$ cat src/rtl/chip_test_sequencer.sv
// Start-driven sequencer for a per-chip tester: pulses Run, samples Done/RSLT,
// repeats ITERATIONS times, then reports. Optional WAIT watchdog: WATCHDOG_TIMEOUT_EN.
module chip_test_sequencer #(
  parameter int unsigned ITERATIONS  = 16,
  parameter int unsigned CNT_W       = 8
`ifdef WATCHDOG_TIMEOUT_EN
  ,parameter int unsigned TIMEOUT_CYC = 1000000
`endif
) (
  input  logic             Clk,
  input  logic             Reset,
  input  logic             Start,
  input  logic             ChipDone,
  input  logic             ChipRslt,
  output logic             ChipRun,
  output logic             DispRslt,
  output logic             Busy,
  output logic             Pass,
  output logic             Fail,
  output logic [CNT_W-1:0] PassCnt,
  output logic [CNT_W-1:0] FailCnt,
  output logic             Timeout
);

  typedef enum logic [2:0] {S_IDLE, S_LAUNCH, S_WAIT, S_GAP, S_REPORT} state_t;

  localparam int unsigned      IDX_W    = 8;
  localparam logic [IDX_W-1:0] LAST_IDX = IDX_W'(ITERATIONS);
  localparam logic [CNT_W-1:0] CNT_MAX  = '1;
`ifdef WATCHDOG_TIMEOUT_EN
  localparam int unsigned      WD_W     = $clog2(TIMEOUT_CYC + 1);
  localparam logic [WD_W-1:0]  WD_LAST  = WD_W'(TIMEOUT_CYC - 1);
`endif

  state_t             r_state, w_state_nx;
  logic [CNT_W-1:0]   r_pass_cnt, r_fail_cnt, w_pass_nx, w_fail_nx;
  logic [IDX_W-1:0]   r_idx, w_idx_nx;
  logic               r_start_q;
  logic               w_start_edge;
  logic               r_chip_run, r_disp, r_busy, r_pass, r_fail;
`ifdef WATCHDOG_TIMEOUT_EN
  logic               r_timeout, w_tout_nx;
  logic [WD_W-1:0]    r_wd_cnt, w_wd_nx;
`endif

  function automatic logic [CNT_W-1:0] sat_inc(input logic [CNT_W-1:0] v);
    return (v == CNT_MAX) ? v : v + CNT_W'(1);
  endfunction

  assign w_start_edge = Start & ~r_start_q;

  // Next-state and next-counter logic
  always_comb begin
    w_state_nx = r_state;
    w_pass_nx  = r_pass_cnt;
    w_fail_nx  = r_fail_cnt;
    w_idx_nx   = r_idx;
`ifdef WATCHDOG_TIMEOUT_EN
    w_tout_nx  = r_timeout;
    w_wd_nx    = r_wd_cnt;
`endif
    case (r_state)
      S_IDLE, S_REPORT: begin
        if (w_start_edge) begin
          w_pass_nx  = '0;
          w_fail_nx  = '0;
          w_idx_nx   = '0;
`ifdef WATCHDOG_TIMEOUT_EN
          w_tout_nx  = 1'b0;
`endif
          w_state_nx = S_LAUNCH;
        end
      end
      S_LAUNCH: begin
        w_state_nx = S_WAIT;
`ifdef WATCHDOG_TIMEOUT_EN
        w_wd_nx    = '0;
`endif
      end
      S_WAIT: begin
        if (ChipDone) begin
          if (ChipRslt) w_pass_nx = sat_inc(r_pass_cnt);
          else          w_fail_nx = sat_inc(r_fail_cnt);
          w_idx_nx   = r_idx + IDX_W'(1);
          w_state_nx = S_GAP;
        end
`ifdef WATCHDOG_TIMEOUT_EN
        // Done on the last allowed cycle wins over the timeout
        else if (r_wd_cnt == WD_LAST) begin
          w_fail_nx  = sat_inc(r_fail_cnt);
          w_tout_nx  = 1'b1;
          w_state_nx = S_REPORT;
        end else begin
          w_wd_nx    = r_wd_cnt + WD_W'(1);
        end
`endif
      end
      S_GAP: begin
        if (!ChipDone) w_state_nx = (r_idx == LAST_IDX) ? S_REPORT : S_LAUNCH;
      end
      default: w_state_nx = S_IDLE;
    endcase
  end

  // State, counters and registered outputs
  always_ff @(posedge Clk or negedge Reset) begin
    if (!Reset) begin
      r_state    <= S_IDLE;
      r_pass_cnt <= '0;
      r_fail_cnt <= '0;
      r_idx      <= '0;
      r_start_q  <= 1'b0;
      r_chip_run <= 1'b0;
      r_disp     <= 1'b0;
      r_busy     <= 1'b0;
      r_pass     <= 1'b0;
      r_fail     <= 1'b0;
`ifdef WATCHDOG_TIMEOUT_EN
      r_timeout  <= 1'b0;
      r_wd_cnt   <= '0;
`endif
    end else begin
      r_state    <= w_state_nx;
      r_pass_cnt <= w_pass_nx;
      r_fail_cnt <= w_fail_nx;
      r_idx      <= w_idx_nx;
      r_start_q  <= Start;
      r_chip_run <= (w_state_nx == S_LAUNCH);
      r_disp     <= (w_state_nx == S_REPORT);
      r_busy     <= (w_state_nx inside {S_LAUNCH, S_WAIT, S_GAP});
      r_pass     <= (w_state_nx == S_REPORT) && (w_fail_nx == '0);
      r_fail     <= (w_state_nx == S_REPORT) && (w_fail_nx != '0);
`ifdef WATCHDOG_TIMEOUT_EN
      r_timeout  <= w_tout_nx;
      r_wd_cnt   <= w_wd_nx;
`endif
    end
  end

  assign ChipRun  = r_chip_run;
  assign DispRslt = r_disp;
  assign Busy     = r_busy;
  assign Pass     = r_pass;
  assign Fail     = r_fail;
  assign PassCnt  = r_pass_cnt;
  assign FailCnt  = r_fail_cnt;
`ifdef WATCHDOG_TIMEOUT_EN
  assign Timeout  = r_timeout;
`else
  assign Timeout  = 1'b0;
`endif

endmodule

$ cat config.mk
export PLATFORM = sky130hd
export DESIGN_NAME = chip_test_sequencer
export DESIGN_NICKNAME = d
export VERILOG_FILES = /design/src/rtl/chip_test_sequencer.sv
export SDC_FILE = /design/constraint.sdc
export NUM_CORES = 1
export LEC_CHECK = 0
export BUFFER_PORTS_ARGS = -buffer_cell sky130_fd_sc_hd__buf_2
export CORE_MARGIN = 2
export CORE_UTILIZATION = 31
export DETAILED_ROUTE_END_ITERATION = 8
export PLACE_DENSITY_LB_ADDON = 0.05
export SETUP_SLACK_MARGIN = 0.4
export SYNTH_ARGS = -nofsm -noshare
export SYNTH_HDL_FRONTEND = slang
export SYNTH_SLANG_ARGS = --single-unit
$ cat constraint.sdc
create_clock -name Clk -period 4.7 [get_ports Clk]
set_input_delay 0.705 -clock Clk [delete_from_list [all_inputs] [get_ports Clk]]
set_output_delay 0.705 -clock Clk [all_outputs]
set_load 0.05 [all_outputs]
==> results of run 1 <==
==> metal layers <==
layer  wire [um]  global-route usage (%)
met1        1890                   18.00
met2        1864                   21.03
met3         196                   4.483
met4          25                   4.737
met5           0                       0
==> worst max-delay path, delay by kind of cell (launching register included) <==
kind	cells	cell delay, ns
and+or+nand+nor	3	1.29
DFF	1	0.48
muxes	1	0.19
AOI/OAI and AO/OA	2	0.43
==> state kept, by name (all words and copies together) (netlist names) <==
signal,flops
Busy,1
ChipRun,1
FailCnt,8
r_state,3
Fail,1
r_idx,8
DispRslt,1
PassCnt,8
r_start_q,1
Pass,1
==> area by class of cell <==
type | count | area (um2)
repair buffers | 27 | 140.1
fillers | 560 | 3391
multi-input cells | 131 | 830.8
clock buffers | 7 | 86.33
clock inverters | 1 | 30.03
flip-flops and latches | 33 | 825.8
inverters | 3 | 11.26
well taps | 72 | 90.09
==> path summary, 6_finish.rpt <==
check	depth (start not counted)	slack, ns	to
max	6	2.19	Fail
min	1	0.48	ChipRun
max reg2reg	6	2.19	Fail
min reg2reg	1	0.55	PassCnt[0]
max in group asynchronous	1	3.74	FailCnt[2]
min in group Clk	1	0.55	PassCnt[0]
==> cells by family after synthesis <==
| logic type | count (synthesis) | share of synthesized area, % |
|---|---|---|
| simple gates | 83 | 26.85 |
| compound gates | 33 | 13.10 |
| flops | 33 | 48.28 |
| buf+inv | 10 | 3.438 |
| xor+xnor | 9 | 4.608 |
| fa+ha+maj | 4 | 2.926 |
| other cells | 1 | 0.2192 |
| mux | 1 | 0.5852 |
==> metrics by stage <==
| stage | util (%) | cells | instance area [um2] | hold WS [ns] |
|---|---|---|---|---|
| after floorplan | - | 174 | 1710 | 0.4094 |
| after global placement | 35.12 | 266 | 1898 | 0.5353 |
| after detailed placement | 35.12 | 266 | 1898 | 0.5468 |
| after CTS | 37.27 | 274 | 2014 | 0.5095 |
| after global routing | 37.27 | 274 | 2014 | 0.5418 |
| final | 37.27 | 274 | 2014 | 0.4843 |
==> placed cells by master, fill, tap and decap left out, drive strengths merged, types with 2 or more instances in the layout <==
cell type	instances
ha	4
xnor2	4
nand2b	2
nor2	18
nor3b	2
xor2	5
nand3	13
o311ai	2
a31o	2
a21oi	7
buf	27
nand2	18
inv	3
and3	4
dfrtp	33
clkbuf	7
or4	2
or3	4
o21ai	11
nor3	7
nor4bb	2
nand4	3
o31ai	2
==> power by group <==
group          leakage (uW)  switching (uW)  internal, uW
logic              0.000452             283           132
registers          0.000435            83.8           347
clock network     0.0000585             104           173
==> Yosys cell counts (3+ instances only) <==
| cell | count | share of area [%] |
|---|---|---|
| nand2_1 | 18 | 3.9 |
| o21ai_0 | 10 | 2.9 |
| ha_1 | 4 | 2.9 |
| dfrtp_1 | 33 | 48 |
| nand4_1 | 3 | 1.1 |
| nor3_1 | 6 | 1.8 |
| inv_1 | 3 | 0.66 |
| nor2_1 | 18 | 3.9 |
| or3_1 | 4 | 1.5 |
| xnor2_1 | 4 | 2.0 |
| and3_1 | 4 | 1.5 |
| a21oi_1 | 7 | 2.0 |
| xor2_1 | 5 | 2.6 |
| nand3_1 | 13 | 3.8 |
==> results.sh, run 1 <==
export IMPL_status="finished, final reports clean"
export IMPL_cts_inserted_buffers=5
export IMPL_min_period_over_period_pct=53.43
export IMPL_layout_drive_gt1_share_pct=19.80
export IMPL_worstSetupStartpointType="flop"
export IMPL_synth_avg_cell_area_um2=9.830
export IMPL_yosysWarnings=0
export IMPL_netlist_instances=174
export IMPL_ir_drop_mv=0.2309
export IMPL_crit_chain="or3b_1, nor2_1, o21ai_0, mux2i_1, or4_4, o31a_1"
export IMPL_yosys_cell_types_count=48
export IMPL_crit_fanout=10
export IMPL_place_ws_ns=1.963
export IMPL_drt_iter0_markers=112
export IMPL_drt_wl_total_um=3977
export IMPL_cts_tree="done"
export IMPL_ant_nets=0
export IMPL_synth_area_mm2=0.001710
export IMPL_end_kind="flop"
export IMPL_grt_overflow=0
export IMPL_synthArstFlopShare_pct=100.0
export IMPL_synth_seq_cells=33
export IMPL_synth_top_flop_cell="dfrtp_1"
export IMPL_slew_violations=0
export IMPL_grt_pass1_vias=1284
export IMPL_die_area_mm2=0.006128
export IMPL_rr_startpoint="r_state[0]"
export IMPL_power_uw=1123
export IMPL_clockBufferDepth=2
export IMPL_finalCriticalPeriod_ns=2.511
export IMPL_gp_congestion=0.8050
export IMPL_cts_num_sinks=33
export IMPL_root_buffer="clkbuf_8"
export IMPL_core_area_mm2=0.005405
export IMPL_clk_pin_slew_ns=0.07
export IMPL_min_path_type="in2async"
export IMPL_antenna_found_initial=0
export IMPL_crit_start="r_state[0]"
export IMPL_maxSlewHeadroom_pct=39.66
export IMPL_port_buffers=25
export IMPL_slowest_delay_ns=0.56
export IMPL_wl_per_cell_um=14.51
export IMPL_maxCapViolCount=0
export IMPL_die_height_um=78.28
export IMPL_grt_pass1_wl_um=6389
export IMPL_clock_fmax_ghz=0.3982
export IMPL_vias_per_cell=5.084
export IMPL_vias=1393
export IMPL_fp_row_count=27
export IMPL_insertion_delay_ns=0.28
export IMPL_p_leak_uw=0.0009460
export IMPL_drc_errors=0
export IMPL_grt_start_max_net_pins=34
export IMPL_arrival_ns=2.68
export IMPL_post_cts_resized=0
export IMPL_finClkSkew_ns=0.005272
export IMPL_cts_max_level=2
export IMPL_power_density_mw_per_mm2=557.6
export IMPL_die_width_um=78.28
export IMPL_critPathKind="reg2reg"
export IMPL_rsz0062_at_grt="false"
export IMPL_syn_nets=183
export IMPL_post_cts_buffers=0
export IMPL_ys_seq_area_share_pct=48.28
export IMPL_antenna_cells=0
export IMPL_hold_violations=0
export IMPL_grt_usage_pct=13.65
export IMPL_hpwl_um=2742
export IMPL_tightest_slew_ns=0.8910
export IMPL_dr_pass1_iters=4
export IMPL_holdBufCountCts=0
export IMPL_synth_edf_count=0
export IMPL_setup_violations_final=0
export IMPL_nets=210
export IMPL_syn2layout_area_growth_pct=17.78
export IMPL_cp_required_ns=4.87
export IMPL_initial_core_util_pct=31.64
export IMPL_tns_ns=0
export IMPL_io_pins=27
export IMPL_cpMaxStageDelayCell="or3b_1"
export IMPL_fin_ws_ns=2.189
(Power assumes the default switching activity.)
==> run 2: changes to the inputs <==
--- a/config.mk
+++ b/config.mk
@@ -5,6 +5,7 @@
 export SDC_FILE = /design/constraint.sdc
 export NUM_CORES = 1
 export LEC_CHECK = 0
+export ABC_AREA = 1
 export BUFFER_PORTS_ARGS = -buffer_cell sky130_fd_sc_hd__buf_2
 export CORE_MARGIN = 2
 export CORE_UTILIZATION = 31
==> constraint.sdc (replaced) <==
create_clock -name Clk -period 2.6 [get_ports Clk]
set_input_delay 0.39 -clock Clk [delete_from_list [all_inputs] [get_ports Clk]]
set_output_delay 0.39 -clock Clk [all_outputs]
set_load 0.05 [all_outputs]
==> run 2 against run 1 <==
Effect of this change: sequential cell count unchanged; power grew 110%; maximum frequency grew 37%; clock skew rose by 0.0020 ns; critical path type unchanged; largest power group is now combinational cells.
==> results.sh, run 2 <==
export IMPL_ant_nets=0
export IMPL_grt_usage_pct=14.81
export IMPL_fp_row_count=28
export IMPL_drc_errors=0
export IMPL_finClkSkew_ns=0.007287
export IMPL_ys_seq_area_share_pct=44.47
export IMPL_synthTopCellsByCount="57 x nand2_1, 34 x inv_1, 33 x dfrtp_1"
export IMPL_tightest_slew_ns=0.7694
export IMPL_tns_ns=0
export IMPL_hpwl_um=3013
export IMPL_synthArstFlopShare_pct=100.0
export IMPL_netlist_instances=243
export IMPL_maxSlewHeadroom_pct=48.71
export IMPL_holdBufCountCts=0
export IMPL_syn2layout_area_growth_pct=15.77
export IMPL_synth_avg_cell_area_um2=7.641
export IMPL_root_buffer="clkbuf_8"
export IMPL_synth_edf_count=0
export IMPL_layout_drive_gt1_share_pct=21.90
export IMPL_critPathKind="reg2reg"
export IMPL_slowest_delay_ns=0.44
export IMPL_crit_chain="ha_1, nand2_1, nor2_1, nand2_1, nor2_1, nor2_1, nand2_1, nand2_1, inv_2, nor2_4, nand2_1, a21oi_1"
export IMPL_path_buf_inv=1
export IMPL_mostFrequentLayoutCells="57 x nand2_1, 34 x inv_1, 33 x dfrtp_1"
export IMPL_place_inst=341
export IMPL_syn_nets=252
export IMPL_power_density_mw_per_mm2=1106
export IMPL_end_kind="flop"
export IMPL_synth_top_flop_cell="dfrtp_1"
export IMPL_synth_top_cell_area_share_pct=44.47
export IMPL_cp_top_family="simple AND/OR/NAND/NOR gates"
export IMPL_post_cts_resized=0
export IMPL_crit_start="PassCnt[0]"
export IMPL_post_cts_buffers=0
export IMPL_status="finished, final reports clean"
export IMPL_antenna_cells=0
export IMPL_drt_iter0_markers=66
export IMPL_p_leak_uw=0.001121
export IMPL_rr_startpoint="PassCnt[0]"
export IMPL_yosys_cell_types_count=26
export IMPL_cp_common_cell="nand2_1"
export IMPL_cts_tree="done"
export IMPL_hold_violations=0
export IMPL_arrival_ns=2.04
export IMPL_nets=282
export IMPL_vias=1582
export IMPL_insertion_delay_ns=0.29
export IMPL_yosysWarnings=0
export IMPL_worstSetupStartpointType="flop"
export IMPL_ir_drop_mv=0.3964
export IMPL_port_buffers=25
export IMPL_dr_pass1_iters=4
export IMPL_cts_num_sinks=33
export IMPL_rsz0062_at_grt="false"
export IMPL_antenna_found_initial=0
export IMPL_synth_area_mm2=0.001857
export IMPL_die_height_um=81.39
export IMPL_synth_area_leaders="dfrtp_1 44%, nand2_1 12%, inv_1 6.9%"
export IMPL_grt_pass1_wl_um=7389
export IMPL_core_area_mm2=0.005851
export IMPL_crit_fanout=5
export IMPL_wl_per_cell_um=11.77
export IMPL_clk_pin_slew_ns=0.07
export IMPL_setup_violations_final=0
export IMPL_io_pins=27
export IMPL_yosysTopAreaCell="dfrtp_1"
export IMPL_cts_inserted_buffers=5
export IMPL_min_path_type="in2async"
export IMPL_cp_required_ns=2.81
export IMPL_stdcell_count=349
export IMPL_synth_seq_cells=33
export IMPL_die_area_mm2=0.006624
export IMPL_maxCapViolCount=0
export IMPL_finalCriticalPeriod_ns=1.832
export IMPL_grt_start_max_net_pins=34
export IMPL_clockBufferDepth=2
export IMPL_synth_most_common_cell="nand2_1"
export IMPL_layout_cells_most_common="nand2_1"
export IMPL_min_period_over_period_pct=70.47
export IMPL_die_width_um=81.39
export IMPL_drt_wl_total_um=4109
export IMPL_vias_per_cell=4.533
export IMPL_grt_pass1_vias=1610
export IMPL_cts_max_level=2
export IMPL_slew_violations=0
export IMPL_initial_core_util_pct=31.74
export IMPL_clock_fmax_ghz=0.5458
export IMPL_grt_overflow=0
export IMPL_cpMaxStageDelayCell="dfrtp_1"
export IMPL_gp_congestion=0.7579
run 2: final timing paths:
kind | endpoint | slack [ns] | depth (start not counted)
min | PassCnt[6] | 0.17 | 1
min in group Clk | r_start_q | 0.21 | 1
max in group asynchronous | r_state[1] | 1.94 | 1
max reg2reg | PassCnt[6] | 0.77 | 12
max | PassCnt[6] | 0.77 | 12
min reg2reg | r_idx[0] | 0.51 | 1
run 2: routing by layer:
| layer | routed length (um) | track usage (%) |
|---|---|---|
| met5 | 0 | 0 |
| met4 | 79 | 7.119 |
| met3 | 184 | 3.333 |
| met2 | 1823 | 22.70 |
| met1 | 2023 | 19.66 |
run 2: power breakdown:
group	internal, uW	switching [uW]
registers	677	164
clock network	185	206
logic	303	843
run 2: area by class of cell:
cell class	count	area, um2
clock inverters	3	17.52
inverters	39	151.4
multi-input cells	169	867.1
repair buffers	25	125.1
flip-flops and latches	33	825.8
clock buffers	5	68.82
fillers	613	3701
well taps	75	93.84
run 2: kinds of logic (layout without fill, tap and decap cells):
logic type / after synthesis / after routing / share of synthesized area [%]
flip-flops: 33 / 33 / 44.47
buffers and inverters: 41 / 72 / 8.827
other: 1 / 1 / 0.2020
AND/OR/NAND/NOR: 134 / 134 / 34.50
adder cells (fa/ha/maj): 4 / 4 / 2.696
AO/OA/AOI/OAI: 29 / 29 / 8.828
XOR/XNOR: 1 / 1 / 0.4718
run 2: per-stage QoR:
| stage | util, % | area [um2] | power, uW | setup WS [ns] | hold WS, ns |
|---|---|---|---|---|---|
| after floorplan | - | 1857 | 1732 | 0.6843 | 0.09441 |
| after global placement | 35.27 | 2063 | 2033 | 0.7197 | 0.5097 |
| after detailed placement | 35.27 | 2063 | 2008 | 0.7420 | 0.5030 |
| after CTS | 36.74 | 2150 | 2419 | 0.7291 | 0.1988 |
| after global routing | 36.74 | 2150 | 2611 | 0.5477 | 0.1959 |
| final | 36.74 | 2150 | 2377 | 0.7678 | 0.1697 |
